## config.mk

```make
export PLATFORM = sky130hd
export DESIGN_NAME = float_cmp_flat
export DESIGN_NICKNAME = d
export VERILOG_FILES = /design/src/rtl/float_cmp_pkg.sv /design/src/rtl/float_cmp_if.sv /design/src/rtl/float_classify.sv /design/src/rtl/float_cmp.sv /design/src/flat_wrapper.sv
export SDC_FILE = /design/constraint.sdc
export NUM_CORES = 1
export LEC_CHECK = 0
export CORE_UTILIZATION = 37
export DETAILED_ROUTE_END_ITERATION = 10
export PLACE_DENSITY = 0.79
export SYNTH_ARGS = -nofsm -noshare
export SYNTH_HDL_FRONTEND = slang
export SYNTH_SLANG_ARGS = --single-unit
```

## constraint.sdc

```tcl
create_clock -name clk -period 1.4 [get_ports clk]
set_input_delay 0.28 -clock clk [delete_from_list [all_inputs] [get_ports clk]]
set_output_delay 0.28 -clock clk [all_outputs]
set_load 0.02 [all_outputs]
```

## src/rtl/float_cmp_pkg.sv

```systemverilog
// Shared definitions for the IEEE-754 comparator: predicate encodings,
// operand class bits and word-width derivation.
package float_cmp_pkg;

    typedef enum logic [2:0] {
        OP_EQ    = 3'd0,
        OP_NE    = 3'd1,
        OP_LT    = 3'd2,
        OP_LE    = 3'd3,
        OP_GT    = 3'd4,
        OP_GE    = 3'd5,
        OP_UNORD = 3'd6,
        OP_ORD   = 3'd7
    } op_e;

    localparam int unsigned CLS_NAN  = 0;
    localparam int unsigned CLS_SNAN = 1;
    localparam int unsigned CLS_ZERO = 2;
    localparam int unsigned CLS_W    = 3;

    typedef logic [CLS_W-1:0] cls_t;

    function automatic int unsigned word_w(input int unsigned exp_w, input int unsigned man_w);
        return 1 + exp_w + man_w;
    endfunction

endpackage

```

## src/rtl/float_cmp_if.sv

```systemverilog
// Operand/result handshake bundle for float_cmp; master drives operands
// and accepts results, slave is the comparator.
interface float_cmp_if
    import float_cmp_pkg::*;
#(
    parameter int unsigned EXP_W = 11,
    parameter int unsigned MAN_W = 52
);
    localparam int unsigned W = word_w(EXP_W, MAN_W);

    logic         in_valid;
    logic         in_ready;
    logic [W-1:0] a;
    logic [W-1:0] b;
    logic [2:0]   op;
    logic         out_valid;
    logic         out_ready;
    logic         z;
    logic         unordered;
    logic         invalid;

    modport master (
        output in_valid, a, b, op, out_ready,
        input  in_ready, out_valid, z, unordered, invalid
    );

    modport slave (
        input  in_valid, a, b, op, out_ready,
        output in_ready, out_valid, z, unordered, invalid
    );

endinterface

```

## src/rtl/float_classify.sv

```systemverilog
// Combinational NaN / signalling-NaN / zero decode of an unsigned
// (sign-stripped) IEEE-754 magnitude.
module float_classify
    import float_cmp_pkg::*;
#(
    parameter int unsigned EXP_W = 11,
    parameter int unsigned MAN_W = 52
) (
    input  logic [EXP_W+MAN_W-1:0] x_i,
    output cls_t                   cls_o
);

    logic [EXP_W-1:0] exp_f;
    logic [MAN_W-1:0] man_f;
    logic             is_nan;

    assign exp_f  = x_i[EXP_W+MAN_W-1:MAN_W];
    assign man_f  = x_i[MAN_W-1:0];
    assign is_nan = (&exp_f) & (|man_f);

    always_comb begin
        cls_o           = '0;
        cls_o[CLS_NAN]  = is_nan;
        // Quiet bit is the mantissa MSB; clear means signalling.
        cls_o[CLS_SNAN] = is_nan & ~man_f[MAN_W-1];
        cls_o[CLS_ZERO] = ~(|exp_f) & ~(|man_f);
    end

endmodule

```

## src/rtl/float_cmp.sv

```systemverilog
// Two-stage pipelined IEEE-754 comparator with per-transaction predicate,
// unordered/invalid flags and valid/ready flow control.
module float_cmp
    import float_cmp_pkg::*;
#(
    parameter int unsigned EXP_W = 11,
    parameter int unsigned MAN_W = 52
) (
    input logic       clk,
    input logic       rst_n,
    float_cmp_if.slave bus
);

    localparam int unsigned W = word_w(EXP_W, MAN_W);

    logic s1_v_q, s2_v_q;
    logic s1_en, s2_en;

    assign s2_en        = ~s2_v_q | bus.out_ready;
    assign s1_en        = ~s1_v_q | s2_en;
    assign bus.in_ready = s1_en;

    cls_t cls_a_d, cls_b_d;
    cls_t cls_a_q, cls_b_q;
    logic sa_q, sb_q, mag_lt_q, mag_eq_q;
    op_e  op_q;

    float_classify #(.EXP_W(EXP_W), .MAN_W(MAN_W)) u_cls_a (
        .x_i  (bus.a[W-2:0]),
        .cls_o(cls_a_d)
    );

    float_classify #(.EXP_W(EXP_W), .MAN_W(MAN_W)) u_cls_b (
        .x_i  (bus.b[W-2:0]),
        .cls_o(cls_b_d)
    );

    always_ff @(posedge clk) begin
        if (s1_en) begin
            cls_a_q  <= cls_a_d;
            cls_b_q  <= cls_b_d;
            sa_q     <= bus.a[W-1];
            sb_q     <= bus.b[W-1];
            mag_lt_q <= bus.a[W-2:0] <  bus.b[W-2:0];
            mag_eq_q <= bus.a[W-2:0] == bus.b[W-2:0];
            op_q     <= op_e'(bus.op);
        end
    end

    logic un, eq, lt, sig_pred;
    logic z_d, inv_d;
    logic z_q, un_q, inv_q;

    always_comb begin
        un = cls_a_q[CLS_NAN] | cls_b_q[CLS_NAN];
        eq = (cls_a_q[CLS_ZERO] & cls_b_q[CLS_ZERO]) | ((sa_q == sb_q) & mag_eq_q);
        if (sa_q != sb_q)
            lt = sa_q;
        else if (!sa_q)
            lt = mag_lt_q;
        else
            lt = ~mag_lt_q & ~mag_eq_q;
        lt = lt & ~eq;

        sig_pred = (op_q == OP_LT) | (op_q == OP_LE) | (op_q == OP_GT) | (op_q == OP_GE);

        z_d = 1'b0;
        if (un) begin
            z_d = (op_q == OP_NE) | (op_q == OP_UNORD);
        end else begin
            case (op_q)
                OP_EQ:    z_d = eq;
                OP_NE:    z_d = ~eq;
                OP_LT:    z_d = lt;
                OP_LE:    z_d = lt | eq;
                OP_GT:    z_d = ~lt & ~eq;
                OP_GE:    z_d = ~lt;
                OP_UNORD: z_d = 1'b0;
                OP_ORD:   z_d = 1'b1;
                default:  z_d = 1'b0;
            endcase
        end

        inv_d = cls_a_q[CLS_SNAN] | cls_b_q[CLS_SNAN] | (un & sig_pred);
    end

    // Result and flags are qualified by s1_v so bubbles present all-zero outputs.
    always_ff @(posedge clk or negedge rst_n) begin
        if (!rst_n) begin
            s1_v_q <= 1'b0;
            s2_v_q <= 1'b0;
            z_q    <= 1'b0;
            un_q   <= 1'b0;
            inv_q  <= 1'b0;
        end else begin
            if (s1_en)
                s1_v_q <= bus.in_valid;
            if (s2_en) begin
                s2_v_q <= s1_v_q;
                z_q    <= s1_v_q & z_d;
                un_q   <= s1_v_q & un;
                inv_q  <= s1_v_q & inv_d;
            end
        end
    end

    assign bus.out_valid = s2_v_q;
    assign bus.z         = z_q;
    assign bus.unordered = un_q;
    assign bus.invalid   = inv_q;

endmodule

```

## src/flat_wrapper.sv

```systemverilog
// flat-port wrapper written by rule: the top's interface ports become plain ports
module float_cmp_flat import float_cmp_pkg::*;
#(
    parameter int unsigned EXP_W = 11,
    parameter int unsigned MAN_W = 52
)
  (clk, rst_n, bus_in_valid, bus_a, bus_b, bus_op, bus_out_ready, bus_in_ready, bus_out_valid, bus_z, bus_unordered, bus_invalid);
  float_cmp_if #(.EXP_W(EXP_W), .MAN_W(MAN_W)) bus_i ();
  input logic clk;
  input logic rst_n;
  input wire logic [$bits(bus_i.in_valid)-1:0] bus_in_valid;
  input wire logic [$bits(bus_i.a)-1:0] bus_a;
  input wire logic [$bits(bus_i.b)-1:0] bus_b;
  input wire logic [$bits(bus_i.op)-1:0] bus_op;
  input wire logic [$bits(bus_i.out_ready)-1:0] bus_out_ready;
  output wire logic [$bits(bus_i.in_ready)-1:0] bus_in_ready;
  output wire logic [$bits(bus_i.out_valid)-1:0] bus_out_valid;
  output wire logic [$bits(bus_i.z)-1:0] bus_z;
  output wire logic [$bits(bus_i.unordered)-1:0] bus_unordered;
  output wire logic [$bits(bus_i.invalid)-1:0] bus_invalid;
  assign bus_i.in_valid = bus_in_valid;
  assign bus_i.a = bus_a;
  assign bus_i.b = bus_b;
  assign bus_i.op = bus_op;
  assign bus_i.out_ready = bus_out_ready;
  assign bus_in_ready = bus_i.in_ready;
  assign bus_out_valid = bus_i.out_valid;
  assign bus_z = bus_i.z;
  assign bus_unordered = bus_i.unordered;
  assign bus_invalid = bus_i.invalid;
  float_cmp #(.EXP_W(EXP_W), .MAN_W(MAN_W)) u_core (.clk(clk), .rst_n(rst_n), .bus(bus_i));
endmodule
```

Yosys cells after proc, flatten, opt, wreduce, memory -nomap -nowiden --
Index checks and enable logic that the tools add are counted.
Word-level totals: output and inout port bits 5, input bits 135, logic and storage cells 72, register bits after elaboration 18
Cells by class: bitwise logic cells 38, eq/ne operators 10, muxes and demuxes 4, reductions and logical operators 7, magnitude comparators 1
Operators by type and width (number):
- 52-bit OR reduction | 2
- 63-bit == test | 1
- 63-bit < comparator | 1
- 11-bit AND reduction | 2
- 11-bit OR reduction | 2
- 1-bit AND | 15
- 3-bit == test (second input constant) | 4
- 1-bit inverter | 12
- 1-bit bitwise OR | 11
- 1-bit case mux with 8 select lines | 1
- 3-bit by 2-bit == test with 1-bit output (second input constant) | 2
- 3-bit by 1-bit == test with 1-bit output (second input constant) | 1
- 3-bit logical NOT | 1
- 1-bit 2-to-1 mux | 3
- 1-bit == test | 1
- 1-bit inequality test | 1

Longest topological paths before layout --
depth in word-level cells 10, gate-level depth with buffers 8

Cells and area by module --
Synthesis repeated with hierarchy kept, for this count alone.
Unflattened totals: cells, all modules 337, area total of the unflattened synthesis 2742.6 um^2
Modules (own cells, without submodules):
- float_cmp | area an instance 2347.3 um^2, seq. area each 515.5 um^2, instances 1, cells an instance 277
- float_classify | area an instance 197.7 um^2, seq. area each 0.0 um^2, instances 2, cells an instance 30

Worst setup path after synthesis --
Ideal clock, no wire load.
path kind input to register, from in bus_b[58], to reg u_core.mag_lt_q (data pin), buffers on the path 0, setup time 0.267 ns, cell stages on the path 7, arrival time 1.654 ns, path slack -0.521 ns, cells stage by stage inv_1 > ha_1 > and3_1 > nand3_1 > or4_4 > o31ai_1 > a211oi_1
Between the ends: cells in the longest elaborated chain, start to end 1
Ends and longest elaborated chain:
- start, declared | line flat_wrapper.sv:13 | input wire logic [$bits(bus_i.b)-1:0] bus_b;
- 63-bit < comparator | line float_cmp.sv:44 | mag_lt_q <= bus.a[W-2:0] < bus.b[W-2:0];
- end signal, assigned | line float_cmp.sv:44
- end, declared | line float_cmp.sv:25 | logic sa_q, sb_q, mag_lt_q, mag_eq_q;
Every way passes these cells. A chain may end at the register's enable or synchronous reset.

Worst setup path in the final report --
from in bus_b[16], to reg u_core.mag_lt_q (data pin)
The elaborated chain is that of the path after synthesis.

==> qor.yml <==
async_flop_share_pct: 27.8
drtAntennaViolNets: 0
fp-row-count: 30
cts-buffers-inserted: 3
synth_common_cells: "inv_1 (68), ha_1 (63), nor4_1 (37)"
finalSetupTns_ns: -1.23
synth_area_mm2: 0.00263
arrival_ns: 1.90
design_power_total_mw: 2.47
syn_inst: 329
drt_iter0_drc: 132
finClkSkew_ns: 0.00745
yosys.area.top_type: "ha_1"
yosys.area.top_type_share_pct: 29.9
final_max_slew_viol_count: 0
ioPinCount: 140
die_y_um: 86.4
synth_seq_area_share_pct: 19.6
syn-num-nets: 527
start_util_pct: 38.6
place_ws_ns: -1.11
grt_overflow: 0
worstSetupEndpointType: "flip-flop"
max_stage_delay_ns: 0.33
r2r_slack_ns: -0.13
cp_slowest_cell: "a221o_1"
antenna_found_initial: 1
placed_cell_area_mm2: 0.00472
relSlewSlack_pct: 72.4
synth_area_leaders: "ha_1 (30%), edfxtp_1 (15%), inv_1 (9.7%), nor4_1 (8.8%), a21oi_1 (4.9%)"
timing.hold.ws_ns: 0.241
dieArea_mm2: 0.00746
violations: "negative setup slack"
grt_pass1_wl_mm: 16.8
fp.dieW_um: 86.4
worst_slack_ns: -0.393
seq_area_um2: 515
timing.fmax_ghz: 0.558
worst_pin_slew_ns: 0.414
port_buffers: 139
critPathLaunchType: "primary input"
setup_viol: 9
synthMostInstantiatedCell: "inv_1"
area_growth_pct: 102
regToRegEndpoint: "u_core.bus.z"
nFillCells: 415
p_leak_nw: 2.45
post-route-period-util_pct: 128
dr_total_vias: 3484
ir_drop_uv: 288
drive_gt1_share_pct: 55.9
clkSlewWorstSetupHoldPaths_ns: 0.07
crit_type: "primary input to flip-flop"
stdcell_area_mm2: 0.00533
gp_congestion: 0.905
status: "finished with violations"
drcViolationCount: 0
core-area_mm2: 0.00683
root_buffer: "clkbuf_8"
maxCapViolCount: 0
rsz0062_at_grt: "yes"
reg2regPathDepth: 6
r2r_start: "u_core.sa_q"
htreeDepth: 1
cts_sinks: 18
wirelength_mm: 11.3
ys_warn_count: 0
hold_violations: 0
synth_edf_count: 13
nets: 734
period_minus_slack_ns: 1.79
track_usage_pct: 28.5
worstPathCellList: "buf_8, inv_4, ha_4, a21o_1, a221o_1, a221oi_2, o211ai_1, a22o_1, a211oi_2"
drtPass1Iterations: 4
cts_tree: "yes"
grt_pass1_vias: 3728
yosys.cell_types.count: 37
postCtsHoldBufs: 0
clock_latency_ns: 0.26
wl_per_cell_um: 17.9
synth_ff_type: "edfxtp_1"
avgViaCountPerCell: 5.51
required_ns: 1.50
place_hpwl_mm: 8.22
multiInputGateArea_mm2: 0.00276
worstPathMaxFanout: 2
power_density_mw_per_mm2: 464
clock_path_buffers: 2
synth_seq_cells: 18
min_path_type: "primary input to async pin"
grt_max_degree: 15
syn_avg_cell_area_um2: 8.01
-- per-stage QoR --
stage / std cells / utilization, %
6_report: 632 / 77.9
5_1_grt: 631 / 77.9
4_1_cts: 630 / 75.9
3_5_place_dp: 624 / 69.0
3_3_place_gp: 624 / 69.0
2_1_floorplan: 329 / -
-- flip-flops by register name, indices dropped and copies added (netlist names) --
signal / count
u_core.cls_a_q: 3
u_core.mag_eq_q: 1
u_core.mag_lt_q: 1
u_core.bus.z: 1
u_core.op_q: 3
u_core.sa_q: 1
u_core.cls_b_q: 3
u_core.bus.invalid: 1
u_core.bus.out_valid: 1
u_core.bus.unordered: 1
u_core.s1_v_q: 1
u_core.sb_q: 1
-- cells in the final DEF, fill, tap and decap left out, drive strengths merged, types with 3 or more instances in the layout --
master	n
nand3	9
dfrtp	5
nand4	18
nor2	7
o21ai	11
and4	4
dlygate4sd2	18
nor3	6
edfxtp	13
a21o	10
clkdlybuf4s50	8
nand2	21
clkdlybuf4s15	14
buf	123
ha	63
a22o	4
nor4	37
dlymetal6s2s	5
inv	68
clkbuf	39
nand2b	3
a21oi	26
-- report_power, final --
| group | switching [mW] | internal [mW] |
|---|---|---|
| sequential | 0.0255 | 0.624 |
| clock | 0.169 | 0.202 |
| combinational | 0.692 | 0.759 |
-- cell type report --
type	instances	area share, %
multi-input combinational	242	51.9
antenna	1	0.0470
sequential	18	9.68
clock buffer	4	0.846
timing repair buffer	203	30.0
inverter	68	5.26
tap	96	2.26
-- worst max-delay path, delay by kind of cell --
kind	cells	cell delay (ns)
buffers and inverters	2	0.15
adders and majority gates	1	0.20
AOI/OAI and AO/OA	6	1.27
-- worst max path at each step --
stage / endpoint / from / slack, ns
CTS: u_core.mag_lt_q / bus_a[58] / -0.33
global placement: u_core.mag_lt_q / bus_b[56] / -1.07
global route: u_core.mag_lt_q / bus_b[16] / -0.45
floorplan: u_core.mag_lt_q / bus_a[17] / -0.39
detailed placement: u_core.mag_lt_q / bus_b[17] / -1.11
finish: u_core.mag_lt_q / bus_b[16] / -0.39
-- kinds of logic (layout without fill, tap and decap cells) --
family,count (synthesis),after routing,share of synthesized area [%]
AOI/OAI and AO/OA,62,62,14.9
xor gates and xnor gates,1,1,0.333
adders and majority gates,64,64,30.3
buffers and inverters,69,275,9.83
DFF,18,18,19.6
muxes,2,2,0.808
other,0,1,0
and+or+nand+nor,113,113,24.2
-- metal layers --
metal	wire length, um	global-route usage, %	vias to the layer above
li1	-	-	1644
met1	4330	31.8	1618
met2	5810	54.4	176
met3	740	3.71	46
met4	469	11.2	0
met5	0	0	-
-- repair_timing --
item | 4_1_cts | 5_1_grt
buffers inserted | 3 | 1
setup endpoints to repair | 14 | 10
resized for setup | 387 | 191
pin swaps | 82 | 32
No activity file was read; power rests on OpenSTA's default activity.
